--- src/rtl/skeleton_pass_controller.sv ---
// skeleton_pass_controller: iteration controller for the convolutional mask unit.
// Owns an N x N 8-bit frame buffer. Each pass streams the frame into the mask's
// load port (each pixel held HOLD cycles), then captures the mask's write-out
// stream back into the buffer. Passes repeat until one changes no pixel or
// MAX_ITER passes have run.
// Ports:
//   clk, rst_n                         clock, async active-low reset
//   start                              begins a run from IDLE
//   host_we/host_addr/host_wdata       host frame write (IDLE only)
//   host_rdata                         registered frame read of host_addr
//   mask_we/mask_data                  load stream to the mask
//   mask_ret_en/_addr/_data            write-out stream from the mask
//   busy, done, timeout, iter_count    run status
module skeleton_pass_controller #(
  parameter int unsigned N          = 8,
  parameter int unsigned bitSize    = 6,
  parameter int unsigned HOLD       = 2,
  parameter int unsigned MAX_ITER   = 16,
  parameter int unsigned WAIT_LIMIT = 255
) (
  input  logic             clk,
  input  logic             rst_n,
  input  logic             start,
  input  logic             host_we,
  input  logic [bitSize:0] host_addr,
  input  logic [7:0]       host_wdata,
  output logic [7:0]       host_rdata,
  output logic             mask_we,
  output logic [7:0]       mask_data,
  input  logic             mask_ret_en,
  input  logic [bitSize:0] mask_ret_addr,
  input  logic [7:0]       mask_ret_data,
  output logic             busy,
  output logic             done,
  output logic             timeout,
  output logic [7:0]       iter_count
);

  localparam int unsigned NPIX = N * N;
  localparam int unsigned AW   = bitSize + 1;
  localparam int unsigned PW   = (NPIX > 1) ? $clog2(NPIX) : 1;
  localparam int unsigned HW   = $clog2(HOLD + 1);
  localparam int unsigned WW   = $clog2(WAIT_LIMIT + 1);
  localparam int unsigned CW   = $clog2(NPIX + 1);

  typedef enum logic [2:0] {
    S_IDLE, S_LOAD, S_WAIT, S_CAPTURE, S_CHECK, S_FINISH
  } state_t;

  logic [7:0]    fb [NPIX];
  state_t        state, state_d;
  logic [PW-1:0] pix_idx, pix_idx_d, pix_nxt;
  logic [HW-1:0] hold_cnt, hold_cnt_d;
  logic [WW-1:0] wait_cnt, wait_cnt_d;
  logic [CW-1:0] chg_cnt, chg_cnt_d;
  logic [AW-1:0] last_addr, last_addr_d;
  logic          first_cap, first_cap_d;
  logic          mask_we_d, busy_d, done_d, timeout_d;
  logic [7:0]    mask_data_d, iter_count_d, iter_inc;
  logic [PW-1:0] host_idx, ret_idx;
  logic          host_in_range, ret_in_range, cap_fire;

  // Addresses beyond the frame are dropped rather than aliased.
  assign host_idx      = PW'(host_addr);
  assign ret_idx       = PW'(mask_ret_addr);
  assign host_in_range = (32'(host_addr) < NPIX);
  assign ret_in_range  = (32'(mask_ret_addr) < NPIX);
  assign pix_nxt       = pix_idx + PW'(1);
  assign iter_inc      = (iter_count == 8'hFF) ? 8'hFF : iter_count + 8'd1;

  // The mask holds each output for two cycles, so only a new address is a capture.
  assign cap_fire = mask_ret_en && ret_in_range &&
                    (first_cap || (mask_ret_addr != last_addr)) &&
                    ((state == S_WAIT) || (state == S_CAPTURE));

  // Next-state and next-output logic.
  always_comb begin
    state_d      = state;
    pix_idx_d    = pix_idx;
    hold_cnt_d   = hold_cnt;
    wait_cnt_d   = wait_cnt;
    chg_cnt_d    = chg_cnt;
    last_addr_d  = last_addr;
    first_cap_d  = first_cap;
    mask_we_d    = 1'b0;
    mask_data_d  = mask_data;
    done_d       = 1'b0;
    timeout_d    = timeout;
    iter_count_d = iter_count;

    if (cap_fire) begin
      last_addr_d = mask_ret_addr;
      first_cap_d = 1'b0;
      if ((mask_ret_data != fb[ret_idx]) && (chg_cnt != CW'(NPIX)))
        chg_cnt_d = chg_cnt + CW'(1);
    end

    case (state)
      S_IDLE: begin
        if (start) begin
          state_d      = S_LOAD;
          iter_count_d = '0;
          timeout_d    = 1'b0;
          pix_idx_d    = '0;
          hold_cnt_d   = '0;
          chg_cnt_d    = '0;
          mask_we_d    = 1'b1;
          mask_data_d  = fb[PW'(0)];
        end
      end
      S_LOAD: begin
        mask_we_d = 1'b1;
        if (hold_cnt == HW'(HOLD - 1)) begin
          hold_cnt_d = '0;
          if (pix_idx == PW'(NPIX - 1)) begin
            mask_we_d   = 1'b0;
            state_d     = S_WAIT;
            wait_cnt_d  = '0;
            first_cap_d = 1'b1;
          end else begin
            pix_idx_d   = pix_nxt;
            mask_data_d = fb[pix_nxt];
          end
        end else begin
          hold_cnt_d = hold_cnt + HW'(1);
        end
      end
      S_WAIT: begin
        // A write-out arriving on the expiry cycle still wins.
        if (mask_ret_en) begin
          state_d = S_CAPTURE;
        end else if (wait_cnt == WW'(WAIT_LIMIT - 1)) begin
          timeout_d = 1'b1;
          done_d    = 1'b1;
          state_d   = S_FINISH;
        end else begin
          wait_cnt_d = wait_cnt + WW'(1);
        end
      end
      S_CAPTURE: begin
        if (!mask_ret_en) state_d = S_CHECK;
      end
      S_CHECK: begin
        iter_count_d = iter_inc;
        if ((chg_cnt == '0) || (32'(iter_inc) == MAX_ITER)) begin
          done_d  = 1'b1;
          state_d = S_FINISH;
        end else begin
          chg_cnt_d   = '0;
          pix_idx_d   = '0;
          hold_cnt_d  = '0;
          mask_we_d   = 1'b1;
          mask_data_d = fb[PW'(0)];
          state_d     = S_LOAD;
        end
      end
      S_FINISH: state_d = S_IDLE;
      default:  state_d = S_IDLE;
    endcase

    busy_d = (state_d != S_IDLE);
  end

  // State and registered outputs.
  always_ff @(posedge clk or negedge rst_n) begin
    if (!rst_n) begin
      state      <= S_IDLE;
      pix_idx    <= '0;
      hold_cnt   <= '0;
      wait_cnt   <= '0;
      chg_cnt    <= '0;
      last_addr  <= '0;
      first_cap  <= 1'b0;
      mask_we    <= 1'b0;
      mask_data  <= '0;
      busy       <= 1'b0;
      done       <= 1'b0;
      timeout    <= 1'b0;
      iter_count <= '0;
      host_rdata <= '0;
    end else begin
      state      <= state_d;
      pix_idx    <= pix_idx_d;
      hold_cnt   <= hold_cnt_d;
      wait_cnt   <= wait_cnt_d;
      chg_cnt    <= chg_cnt_d;
      last_addr  <= last_addr_d;
      first_cap  <= first_cap_d;
      mask_we    <= mask_we_d;
      mask_data  <= mask_data_d;
      busy       <= busy_d;
      done       <= done_d;
      timeout    <= timeout_d;
      iter_count <= iter_count_d;
      host_rdata <= host_in_range ? fb[host_idx] : 8'h00;
    end
  end

  // Frame buffer: host writes only while idle, mask captures only during a run.
  always_ff @(posedge clk) begin
    if ((state == S_IDLE) && host_we && host_in_range)
      fb[host_idx] <= host_wdata;
    else if (cap_fire)
      fb[ret_idx] <= mask_ret_data;
  end

endmodule

--- config.mk ---
export PLATFORM = sky130hd
export DESIGN_NAME = skeleton_pass_controller
export DESIGN_NICKNAME = d
export VERILOG_FILES = /design/src/rtl/skeleton_pass_controller.sv
export SDC_FILE = /design/constraint.sdc
export NUM_CORES = 1
export LEC_CHECK = 0
export BUFFER_PORTS_ARGS = -buffer_cell sky130_fd_sc_hd__buf_2
export CORE_MARGIN = 4
export CORE_UTILIZATION = 52
export CTS_CLUSTER_SIZE = 12
export DETAILED_ROUTE_END_ITERATION = 10
export PLACE_DENSITY = 0.75
export SYNTH_ARGS = -nofsm -noshare
export SYNTH_HDL_FRONTEND = slang
export SYNTH_SLANG_ARGS = --single-unit
--- constraint.sdc ---
create_clock -name clk -period 4 [get_ports clk]
set_input_delay 0.4 -clock clk [delete_from_list [all_inputs] [get_ports clk]]
set_output_delay 0.4 -clock clk [all_outputs]
set_load 0.01 [all_outputs]
**Yosys cells after proc, flatten, opt, wreduce, memory -nomap -nowiden**

Memory sizes are Yosys's and may differ from the RTL's.
Index checks and enable logic that the tools add are counted.
Widths: inputs -> output; s select.

- Flip-flop bits (word level): 62
- Memory bits (writable): 512
- Bits of input ports: 35
- Output and inout port bits: 28
- Memories kept: 1

- Add/subtract/negate cells: 5
- $lt $le $gt $ge: 2
- Equal/unequal tests: 20
- Multiplexer cells: 61
- Reductions and logical operators: 22

Memories:

| memory | depth | width | rd ports | clocked after memory_dff | write ports | RTL line | RTL |
|---|---|---|---|---|---|---|---|
| fb | 64 | 8 | 4 | 0 | 1 | 50 | `logic [7:0] fb [NPIX];` |

Operator list:

| operator | count |
|---|---|
| $mux 8 | 12 |
| $pmux 8 s2 | 2 |
| $mux 6 | 5 |
| $mux 7 | 4 |
| $pmux 8 s3 | 1 |
| $mux 3 | 7 |
| $mux 1 | 20 |
| $pmux 6 s3 | 1 |
| $add 8x1->8 const B | 2 |
| $eq 8x8->1 const B | 2 |
| $pmux 3 s5 | 1 |
| $lt 7x7->1 const B | 2 |
| $ne 2x2->1 const B | 7 |
| $pmux 7 s2 | 1 |
| $reduce_and 5->1 | 2 |
| $eq 8x5->1 const B | 1 |
| $ne 8x8->1 | 1 |
| $reduce_or 8->1 | 1 |
| $add 7x1->7 const B | 1 |
| $logic_not 7->1 | 1 |
| $ne 7x7->1 | 1 |
| $ne 7x7->1 const B | 1 |
| $add 6x1->6 const B | 1 |
| $eq 3x2->1 const B | 2 |
| other kinds (18) | 31 |

**Depth between registers and ports, before layout**

- Depth after elaboration: 9
- Depth in mapped cells: 14

**Least setup slack after synthesis**

No wires, ideal clock.

- Path kind: input -> register
- Start point: input port mask_ret_addr[1]
- End point: memory fb[48][0] (enable)
- Data arrival time: 3.247 ns
- Setup slack: 0.383 ns
- Stages: 12
- Path through: buf_4 buf_4 buf_2 buf_2 buf_2 xor2_1 nor4_1 a21oi_1 buf_2 mux2i_1 nand3_1 nor2_1

- Cells in the longest elaborated chain, start to end: 9
- Elaborated cells between the ends (all ways): 12
- Classes of those cells: order compare (1); eq/ne (1); mux (5); reduce/logical (5)

Ends and longest elaborated chain:

| element | RTL line | RTL |
|---|---|---|
| from (decl) | 31 | `input logic [bitSize:0] mask_ret_addr,` |
| $lt 7x7->1 or $ne 7x7->1 (tied branches) | 67, 73 |  |
| $logic_and 1x1->1 or $logic_or 1x1->1 (tied branches) | 72, 73 |  |
| $logic_and 1x1->1 | 72 | `assign cap_fire = mask_ret_en && ret_in_range &&` |
| $logic_and 1x1->1 | 73 | `(first_cap \|\| (mask_ret_addr != last_addr)) &&` |
| $mux 1 | 203 | `else if (cap_fire)` |
| $mux 1 | 201 | `if ((state == S_IDLE) && host_we && host_in_range)` |
| $mux 1 (not written as such) | 204 | `fb[ret_idx] <= mask_ret_data;` |
| $reduce_or 8->1 (no source line) | n/a |  |
| $mux 6 (no source line) or $mux 1 (tied branches) | n/a |  |
| to (decl) | 50 |  |

Parallel ways exist; a longest one is shown, timed or not.

**Final worst setup path**

- Start point: register pix_idx[0]
- End point: register mask_data[1]

- Cells in the longest elaborated chain, start to end: 5
- Elaborated cells between the ends (all ways): 8
- Classes of those cells: add/sub (1); eq/ne (2); mux (3); reduce/logical (1); memory (1)

Ends and longest elaborated chain:

| element | RTL line | RTL |
|---|---|---|
| from (decl) | 52 | `logic [PW-1:0] pix_idx, pix_idx_d, pix_nxt;` |
| from (signal assigned) | 183 | `pix_idx <= pix_idx_d;` |
| $add 6x1->6 | 68 | `assign pix_nxt = pix_idx + PW'(1);` |
| $mem_v2 64x8 | n/a |  |
| $mux 8 | 115 | `if (pix_idx == PW'(NPIX - 1)) begin` |
| $mux 8 | 113 | `if (hold_cnt == HW'(HOLD - 1)) begin` |
| $pmux 8 s3 | 98 | `case (state)` |
| to (signal assigned) | 190 | `mask_data <= mask_data_d;` |
| to (decl) | 29 | `output logic [7:0] mask_data,` |

Parallel ways exist; a longest one is shown, timed or not. The select of a mux whose other input is x is not followed.
A chain may end at the register's enable or synchronous reset.

==> results by group <==
Place
  • Placed cell count: between 2k and 3k
  • Placed inst area: ~0.033 mm^2
  • GPL Wtd Cong: 0.961
  • PortBufs: 62
  • Post-DP HPWL: roughly 67000 um

CTS
  • Post-CTS setup buffer count: 0
  • Total CTS buffers: 60
  • Worst-skew pair later-pin latency: 0.64 ns
  • Clk slew on worst S/H paths: 0.06 ns
  • Clock sink total: 574
  • CTS tree: done
  • CTS Root Cell: clkbuf_16
  • H-tree lvl count: 2
  • CTS Buffer Depth: 3

Setup path
  • CP max FO: 19
  • Slowest Stage Delay on Critical Path: between 0.7 and 0.8 ns
  • Slowest stage cell, crit path: a211oi_1
  • Worst setup EP type: register
  • Crit-path cells: ha_4 -> buf_12 -> mux4_2 -> mux4_2 -> nor2b_1 -> a211oi_1 -> a211oi_1 -> a21oi_1 -> o21ai_0
  • Worst endpoint data arrival time: 4.14 ns
  • Worst setup SP type: register
  • Required @ worst endpoint: between 4 and 5 ns
  • Critical path type: register to register

Global route
  • Tot GR Track Use: 0.314
  • Total grt overflow: 0
  • Antenna violations before repair: 7
  • Largest net degree at the start of global routing: 67
  • Vias in the first global route: roughly 20k
  • Wire length of the first global-routing pass: around 140000 um

Routing
  • DRT Pass-1 Iters: 6
  • Post-DR vias/cell: approximately 7.6
  • DRT iter0 DRCs: between 3k and 4k
  • DR WL/cell: between 30 and 40 um
  • Antenna-violating nets left: 0
  • Via count: between 20k and 25k
  • Post-Route WL: roughly 100000 um
  • # DRC: 0

Layout
  • Leading cell type in the layout, fill and taps excluded: edfxtp_1
  • Finished Cell Area: 0.0352 mm^2
  • Final std cells w/o fill: 2697
  • Most frequent cells in the layout: edfxtp_1, mux4_2, buf_4
  • Nets: 1917
  • Layout cells sized above 1: 0.397
  • Synth-to-Final Area Change: 12.4%
  • Fill cells: approximately 4.2k

Power
  • Clk pwr share: 0.281
  • LEAKAGE: between 10 and 15 nW
  • Pwr/cell area: roughly 530 mW/mm^2
  • Psw: just under 6 mW
  • Total power: around 19 mW
  • Comb pwr share: 0.357
  • Cell Int Power: 12.8 mW
  • Seq pwr share: 0.362
  • Peak VDD IR: approximately 0.47 mV
  • Switching part of the total: 0.311

Yosys
  • Unique masters post-synth: 67
  • Post-synth top flop: edfxtp_1
  • Synthesized area per cell: roughly 18 um^2
  • Post-synth EDFFs: a little over 500
  • Ys Warns: 0
  • Synthesized flop and latch total: approximately 570
  • Async SR Flop Fraction: 0.108
  • Syn_nets: ~1.8k
  • Post-Syn Area: roughly 0.031 mm^2
  • Register area share after synthesis: 0.540
  • Post-Syn Instances: 1749

STA
  • Worst Skew: ~0.035 ns
  • Worst-Margin Slew: 1.25 ns
  • Hold Slack: roughly 0.037 ns
  • Tcrit/Tclk final: 0.920
  • # setup viols final: 0
  • RSZ-0062 raised after global routing: false
  • Tmin final: roughly 3.7 ns
  • Final setup TNS: 0 ns
  • Peak Freq: around 270 MHz
  • Final Hold Fails: 0
  • Fin. max-slew vios: 0
  • Slew Limit Headroom: 0.164

Floorplan
  • Die area: between 0.06 and 0.07 mm^2
  • Die Y: approximately 250 um
  • Row count: 89
  • Top Ports: 63
  • Core Region: slightly below 0.06 mm^2
  • Starting density of the core: 0.528
  • Chip Width: ~250 um

Run
  • Max Cap Violations: 0

Hold path
  • Hold crit path type: primary input to register

Run status
  • Status: finished clean
==> synth_stat cells, types with 4 or more instances <==
| master | count | area share |
|---|---|---|
| and3_1 | 10 | 0.0020 |
| a31oi_1 | 4 | 0.00080 |
| a21o_1 | 5 | 0.0012 |
| buf_1 | 24 | 0.0029 |
| nand3b_1 | 7 | 0.0017 |
| nor2b_1 | 25 | 0.0050 |
| o31ai_1 | 10 | 0.0024 |
| xnor2_1 | 9 | 0.0025 |
| ha_1 | 6 | 0.0024 |
| nor3_1 | 18 | 0.0029 |
| or3_1 | 4 | 0.00080 |
| nand2b_1 | 12 | 0.0024 |
| a22oi_1 | 17 | 0.0041 |
| dfrtp_1 | 62 | 0.050 |
| o21a_1 | 4 | 0.00096 |
| o22ai_1 | 6 | 0.0012 |
| mux4_2 | 453 | 0.33 |
| nand4_1 | 10 | 0.0020 |
| nand3_1 | 41 | 0.0066 |
| o21ai_0 | 29 | 0.0046 |
| edfxtp_1 | 512 | 0.49 |
| a21oi_1 | 24 | 0.0038 |
| mux2i_1 | 52 | 0.017 |
| clkbuf_1 | 78 | 0.0093 |
| buf_2 | 24 | 0.0038 |
| inv_1 | 15 | 0.0018 |
| nor2_1 | 101 | 0.012 |
| a221oi_1 | 4 | 0.0011 |
| nand2_1 | 74 | 0.0089 |
| xor2_1 | 18 | 0.0050 |
| a211oi_1 | 12 | 0.0029 |
| buf_4 | 11 | 0.0026 |
| mux2_2 | 14 | 0.0050 |
| o21ai_1 | 4 | 0.00064 |
==> state kept, by name (all words and copies together) (netlist names), 6 cells and up <==
register	cells
wait_cnt	8
host_rdata	8
fb	512
iter_count	8
chg_cnt	7
last_addr	7
mask_data	8
pix_idx	6
==> power groups by stage <==
stage	combinational, mW	sequential [mW]	clock, mW
finish	6.63	6.72	5.22
detailed placement	6.52	6.84	0
floorplan	4.46	6.82	0
global placement	6.48	6.83	0
CTS	6.54	6.71	5.25
global route	6.88	6.72	5.51
==> what timing repair did <==
action,CTS,global route
endpoints found under the hold margin,31,0
gates resized for setup,0,0
hold buffers,1,0
==> final cells by class <==
cell class | count | area [um^2] | area share
multi-input cells | 1019 | 13800 | 0.392
flip-flops and latches | 574 | 16900 | 0.481
clock buffers | 85 | 1640 | 0.0465
diodes | 3 | 7.51 | 0.000213
clock inverters | 22 | 151 | 0.00430
repair buffers | 205 | 1660 | 0.0472
inverters | 16 | 60.1 | 0.00171
well taps | 773 | 967 | 0.0275
==> final timing paths <==
path | start | to | slack [ns] | cells after the start
worst min register to register | mask_data[4]$_DFFE_PN0P_ | mask_data[4]$_DFFE_PN0P_ | 0.49 | 2
worst min-delay path | host_addr[6] | host_rdata[2]$_DFF_PN0_ | 0.04 | 2
worst max register to register | pix_idx[0]$_DFFE_PN0P_ | mask_data[1]$_DFFE_PN0P_ | 0.32 | 9
worst max-delay path | pix_idx[0]$_DFFE_PN0P_ | mask_data[1]$_DFFE_PN0P_ | 0.32 | 9
max in group asynchronous | rst_n | mask_we$_DFF_PN0_ | 2.65 | 3
min in group asynchronous | rst_n | chg_cnt[6]$_DFF_PN0_ | 0.42 | 2
==> cells by family after synthesis <==
family / Yosys count / synth area share
flip-flops: 574 / 0.540
AO/OA/AOI/OAI: 142 / 0.0303
AND/OR/NAND/NOR: 325 / 0.0503
adder cells (fa/ha/maj): 6 / 0.00240
XOR/XNOR: 27 / 0.00755
buffers and inverters: 156 / 0.0217
multiplexers: 519 / 0.347
==> metrics by stage <==
stage	utilization	worst slack (ns)
2_1_floorplan	-	0.383
3_3_place_gp	0.563	0.247
3_5_place_dp	0.563	0.187
4_1_cts	0.593	0.496
5_1_grt	0.593	0.208
6_report	0.593	0.320
==> metal layers <==
| layer | up-vias | part of all wire | global-route usage |
|---|---|---|---|
| li1 | 7756 | - | - |
| met3 | 287 | 0.17 | 0.118 |
| met1 | 10555 | 0.34 | 0.427 |
| met4 | 6 | 0.051 | 0.126 |
| met2 | 1934 | 0.44 | 0.464 |
| met5 | - | 0.00040 | 0 |
==> critical path: cells and delay by family, from the launching register on <==
family                   cells  cell delay (ns)
AO/OA/AOI/OAI                4             1.06
adder cells (fa/ha/maj)      1             0.41
buffers and inverters        1             0.24
flip-flops                   1             0.50
multiplexers                 2             1.08
AND/OR/NAND/NOR              1             0.18
(Power assumes the default switching activity.)
